**src/rtl/collector_pkg.sv**
```systemverilog
// rtl/collector_pkg.sv - shared widths and types for the result collector
package collector_pkg;

    localparam int DEF_ITEM_WIDTH = 8;
    localparam int DEF_SUM_WIDTH  = 16;

    typedef logic [DEF_ITEM_WIDTH-1:0] item_t;
    typedef logic [DEF_SUM_WIDTH-1:0]  sum_t;

endpackage

```
**src/rtl/sync_fifo.sv**
```systemverilog
// rtl/sync_fifo.sv - first-word fall-through FIFO over a registered array
module sync_fifo #(
    parameter int  DEPTH  = 16,
    parameter type data_t = collector_pkg::item_t
) (
    input  logic                   clk,
    input  logic                   rst_n,
    input  logic                   push,
    input  logic                   pop,
    input  data_t                  wr_data,
    output data_t                  rd_data,
    output logic                   full,
    output logic                   empty,
    output logic [$clog2(DEPTH):0] level
);

    localparam int AW = $clog2(DEPTH);
    localparam logic [AW:0] FULL_LEVEL = (AW+1)'(DEPTH);

    data_t         mem [DEPTH];
    logic [AW-1:0] wr_ptr;
    logic [AW-1:0] rd_ptr;

    // Storage array: written only on an accepted push, no reset needed
    always_ff @(posedge clk) begin
        if (push) begin
            mem[wr_ptr] <= wr_data;
        end
    end

    // Pointers wrap naturally because DEPTH is a power of two
    always_ff @(posedge clk or negedge rst_n) begin
        if (!rst_n) begin
            wr_ptr <= '0;
            rd_ptr <= '0;
            level  <= '0;
        end else begin
            if (push) wr_ptr <= wr_ptr + AW'(1);
            if (pop)  rd_ptr <= rd_ptr + AW'(1);
            case ({push, pop})
                2'b10:   level <= level + (AW+1)'(1);
                2'b01:   level <= level - (AW+1)'(1);
                default: level <= level;
            endcase
        end
    end

    assign rd_data = mem[rd_ptr];
    assign full    = (level == FULL_LEVEL);
    assign empty   = (level == '0);

endmodule

```
**src/rtl/result_collector.sv**
```systemverilog
// rtl/result_collector.sv - buffers bfm results and frames them into checksummed batches
module result_collector
    import collector_pkg::*;
#(
    parameter int NUM        = 100,
    parameter int ITEM_WIDTH = DEF_ITEM_WIDTH,
    parameter int DEPTH      = 16,
    parameter int SUM_WIDTH  = DEF_SUM_WIDTH
) (
    input  logic                     clk_i,
    input  logic                     reset_i,
    input  logic [ITEM_WIDTH-1:0]    res_i,
    input  logic                     res_valid_i,
    output logic [ITEM_WIDTH-1:0]    m_data_o,
    output logic                     m_valid_o,
    input  logic                     m_ready_i,
    output logic                     m_last_o,
    output logic [SUM_WIDTH-1:0]     batch_sum_o,
    output logic                     batch_done_o,
    output logic                     overflow_o,
    input  logic                     clear_i,
    output logic [$clog2(DEPTH):0]   level_o
);

    localparam int CW = (NUM > 1) ? $clog2(NUM) : 1;
    localparam logic [CW-1:0] LAST_CNT = CW'(NUM - 1);

    logic                 full;
    logic                 empty;
    logic                 push;
    logic                 pop;
    logic                 drop;
    logic [CW-1:0]        cnt;
    logic [SUM_WIDTH-1:0] acc;

    // A full FIFO still accepts a push when the head leaves in the same cycle
    assign pop       = m_valid_o && m_ready_i;
    assign push      = res_valid_i && (!full || pop);
    assign drop      = res_valid_i && full && !pop;
    assign m_valid_o = !empty;
    assign m_last_o  = m_valid_o && (cnt == LAST_CNT);

    sync_fifo #(
        .DEPTH  (DEPTH),
        .data_t (logic [ITEM_WIDTH-1:0])
    ) u_fifo (
        .clk     (clk_i),
        .rst_n   (reset_i),
        .push    (push),
        .pop     (pop),
        .wr_data (res_i),
        .rd_data (m_data_o),
        .full    (full),
        .empty   (empty),
        .level   (level_o)
    );

    // Batch framing: count and sum popped beats, publish on the last one
    always_ff @(posedge clk_i or negedge reset_i) begin
        if (!reset_i) begin
            cnt          <= '0;
            acc          <= '0;
            batch_sum_o  <= '0;
            batch_done_o <= 1'b0;
        end else if (pop) begin
            if (m_last_o) begin
                cnt          <= '0;
                acc          <= '0;
                batch_sum_o  <= acc + SUM_WIDTH'(m_data_o);
                batch_done_o <= !batch_done_o;
            end else begin
                cnt <= cnt + CW'(1);
                acc <= acc + SUM_WIDTH'(m_data_o);
            end
        end
    end

    // Sticky drop flag; a new drop wins over a same-cycle clear
    always_ff @(posedge clk_i or negedge reset_i) begin
        if (!reset_i) begin
            overflow_o <= 1'b0;
        end else if (drop) begin
            overflow_o <= 1'b1;
        end else if (clear_i) begin
            overflow_o <= 1'b0;
        end
    end

endmodule

```
**config.mk**
```make
export PLATFORM = sky130hd
export DESIGN_NAME = result_collector
export DESIGN_NICKNAME = d
export VERILOG_FILES = /design/src/rtl/collector_pkg.sv /design/src/rtl/sync_fifo.sv /design/src/rtl/result_collector.sv
export SDC_FILE = /design/constraint.sdc
export NUM_CORES = 1
export LEC_CHECK = 0
export CORE_UTILIZATION = 64
export CTS_BUF_LIST = sky130_fd_sc_hd__clkbuf_4 sky130_fd_sc_hd__clkbuf_8 sky130_fd_sc_hd__clkbuf_16
export CTS_CLUSTER_SIZE = 40
export DETAILED_ROUTE_END_ITERATION = 10
export HOLD_SLACK_MARGIN = 0.03
export PLACE_DENSITY = 0.84
export RECOVER_POWER = 100
export SLEW_MARGIN = 15
export SYNTH_ARGS = -nofsm -noshare
export SYNTH_HDL_FRONTEND = slang
export SYNTH_HIERARCHICAL = 1
export SYNTH_SLANG_ARGS = --single-unit
```
**constraint.sdc**
```tcl
create_clock -name clk_i -period 5.63 [get_ports clk_i]
set_input_delay 1.126 -clock clk_i [delete_from_list [all_inputs] [get_ports clk_i]]
set_output_delay 1.126 -clock clk_i [all_outputs]
set_load 0.01 [all_outputs]
```
==> impl_metrics.toml <==
[layout]
finalNetCount = 611
seq_area_um2 = 5200
areaGrowthSynthToFinish_pct = 13.6
mostFrequentLayoutCells = "128 x edfxtp_1, 53 x dfrtp_1, 49 x nand2_1, 41 x dlygate4sd3_1, 27 x nor2_1"
antenna_cells = 0
fillers = 708
utilization_pct = 75.3
final_layout_size_suffix_gt1_share_pct = 11.0
multiInputGateArea_um2 = 2630
final_common_cell = "edfxtp_1"

[floorplanning]
die_area_um2 = 13000
core_area_um2 = 12200
die_w_um = 114
rows = 40
initial_core_util_pct = 66.3
ios = 46
dieHeight_um = 114

[worst_setup_path]
worstPathArrival_ps = 4970
cp-start-kind = "primary input"
crit_type = "in2reg"
cp.required_ps = 5950
end_kind = "flip-flop"
cp_max_fo = 20
r2r_setup_slack_ps = 1030

[clock_tree]
tritoncts = "built"
cts.repair.resized = 0
cts-root-buf = "clkbuf_16"
holdBufCountCts = 0
cts.path.max_buffers = 2
clk_latency_ps = 430
numClockSinks = 182
cts_setup_buffers = 0
clkTransAtPathRegs_ps = 60
h-tree-depth = 4
numCtsBuffers = 17

[power]
p_clk_share_pct = 23.8
combPwrFrac_pct = 38.8
p_int_w = 0.00323
p_leak_nw = 3.42
p_switching_w = 0.00183
max-vdd-ir-drop_uv = 290
swShare_pct = 36.1
pwr-share-seq_pct = 37.4
powerDensity_nw_per_um2 = 552

[timing]
relSlewSlack_pct = -91.0
period_share_pct = 82.7
clock_skew_ps = 8.50
rsz0062_at_grt = "false"
hold_viol = 0
finalSetupViolCount = 0
worst_slew_pin_slew_ps = 2860
fmaxAchievable_mhz = 215
min_period_ps = 4650
fin_setup_tns_ps = 0
maxSlewViolCount = 55

[global_routing]
grtUsageTotal_pct = 27.8
antenna_found_initial = 0
grt_max_degree = 55
overflow = 0
grt_pass1_wl_um = 26000
grt_pass1_vias = 4766

[yosys]
synthCells = 537
synth_area_leader_cell = "edfxtp_1"
ys_seq_elements = 182
synth-edff-count = 128
syn_area_um2 = 8060
yosysSeqAreaShare_pct = 64.5
synthDominantCellAreaShare_pct = 47.7
avgSynthCellArea_um2 = 15.0
yosysUniqueCellTypes = 71
synth-async-reset-ratio_pct = 29.7
synth_flop_cell = "edfxtp_1"
synth_nets = 569
yosysWarnings = 6
synth_area_leaders = "edfxtp_1 48%, dfrtp_1 17%, mux4_2 5.9%"

[routing]
wl_per_cell_um = 22.0
final_antenna_net_count = 0
routed_wl_um = 16700
drtIter0Drc = 529
drt_first_pass_iters = 5
vias = 4906
drcViolationCount = 0
vias_per_cell = 6.46

[place]
post-dp-hpwl_um = 10600
place.gp.congestion = 0.869
port_buffers = 45

[outcome]
violations = "max-capacitance violations, max-slew violations"
outcome = "complete, but fails checks"

[worst_hold_path]
hold_path.class = "reg2reg"

[job]
maxCapViolations = 1
## worst max-delay path, cell delays in order
cell,delay (ps)
dlygate4sd3_1,540
nand2b_1,70
clkbuf_1,710
clkinv_1,690
ha_1,540
xor2_1,220
ha_1,220
a21oi_1,80
mux2_1,320
a221o_1,350
o311ai_0,100
## cell families (layout without fill, tap and decap cells)
group,count (synthesis),in the layout,share of synthesized area (%)
buffers and inverters,41,95,2.84
AND/OR/NAND/NOR,147,147,9.17
multiplexers,38,38,10.3
adder cells (fa/ha/maj),19,19,3.04
flip-flops,182,182,64.5
AO/OA/AOI/OAI,87,87,7.72
XOR/XNOR,23,23,2.50
## final timing paths
check,from,to,cells after the start
setup / recovery,m_ready_i,u_fifo/level[4],11
hold / removal,batch_sum_o[4],batch_sum_o[4],2
setup reg to reg,u_fifo/level[2],u_fifo/level[4],12
hold reg to reg,batch_sum_o[4],batch_sum_o[4],2
max in group asynchronous,reset_i,u_fifo/rd_ptr[0],2
min in group asynchronous,reset_i,batch_sum_o[7],2
## state kept, by name (all words and copies together), names as in the netlist
signal and flops:
batch_done_o 1, u_fifo/wr_ptr 4, u_fifo/rd_ptr 4, acc 16
u_fifo/level 5, batch_sum_o 16, u_fifo/mem 128, cnt 7
overflow_o 1
## cell type report
class / instances / share of cell area, %
clock inverters: 14 / 1.91
clock buffers: 17 / 4.65
repair buffers: 50 / 5.11
multi-input cells: 314 / 28.7
inverters: 14 / 0.574
well taps: 168 / 2.30
flip-flops and latches: 182 / 56.8
## power by group through the flow
stage	registers, W	logic [W]	clock network (W)
2_1_floorplan	0.00179	0.00152	0
3_3_place_gp	0.00189	0.00188	0
3_5_place_dp	0.00191	0.00195	0
4_1_cts	0.00189	0.00199	0.00121
5_1_grt	0.00192	0.00211	0.00127
6_report	0.00189	0.00196	0.00120
## cell usage after synthesis, types with 7 or more instances
library cell / number
a21oi_1: 12
a22o_1: 7
a22oi_1: 17
and2_1: 11
and3_1: 7
buf_2: 8
clkbuf_1: 9
dfrtp_1: 54
edfxtp_1: 128
ha_1: 18
inv_1: 13
mux4_1: 11
mux4_2: 21
nand2_1: 49
nand3_1: 14
nand4_1: 9
nor2_1: 27
o21ai_0: 15
xnor2_1: 15
xor2_1: 8
## stage by stage
stage	hold slack (ps)	setup WS (ps)	cells	total power, W	instance area (um^2)
final	468	975	759	0.00505	9150
after floorplan	470	2000	537	0.00330	8060
after global placement	459	1560	728	0.00378	8580
after detailed placement	462	1500	728	0.00386	8580
after CTS	475	1260	759	0.00509	9180
after global routing	477	746	759	0.00530	9150
## layer usage
metal  routed length (um)  track usage, %  vias up
li1                     -               -     2161
met1                 6780            38.0     2478
met2                 8190            43.8      230
met3                 1350            6.46       37
met4                  378            11.2        0
met5                    0               0        -
(Power assumes the default switching activity.)
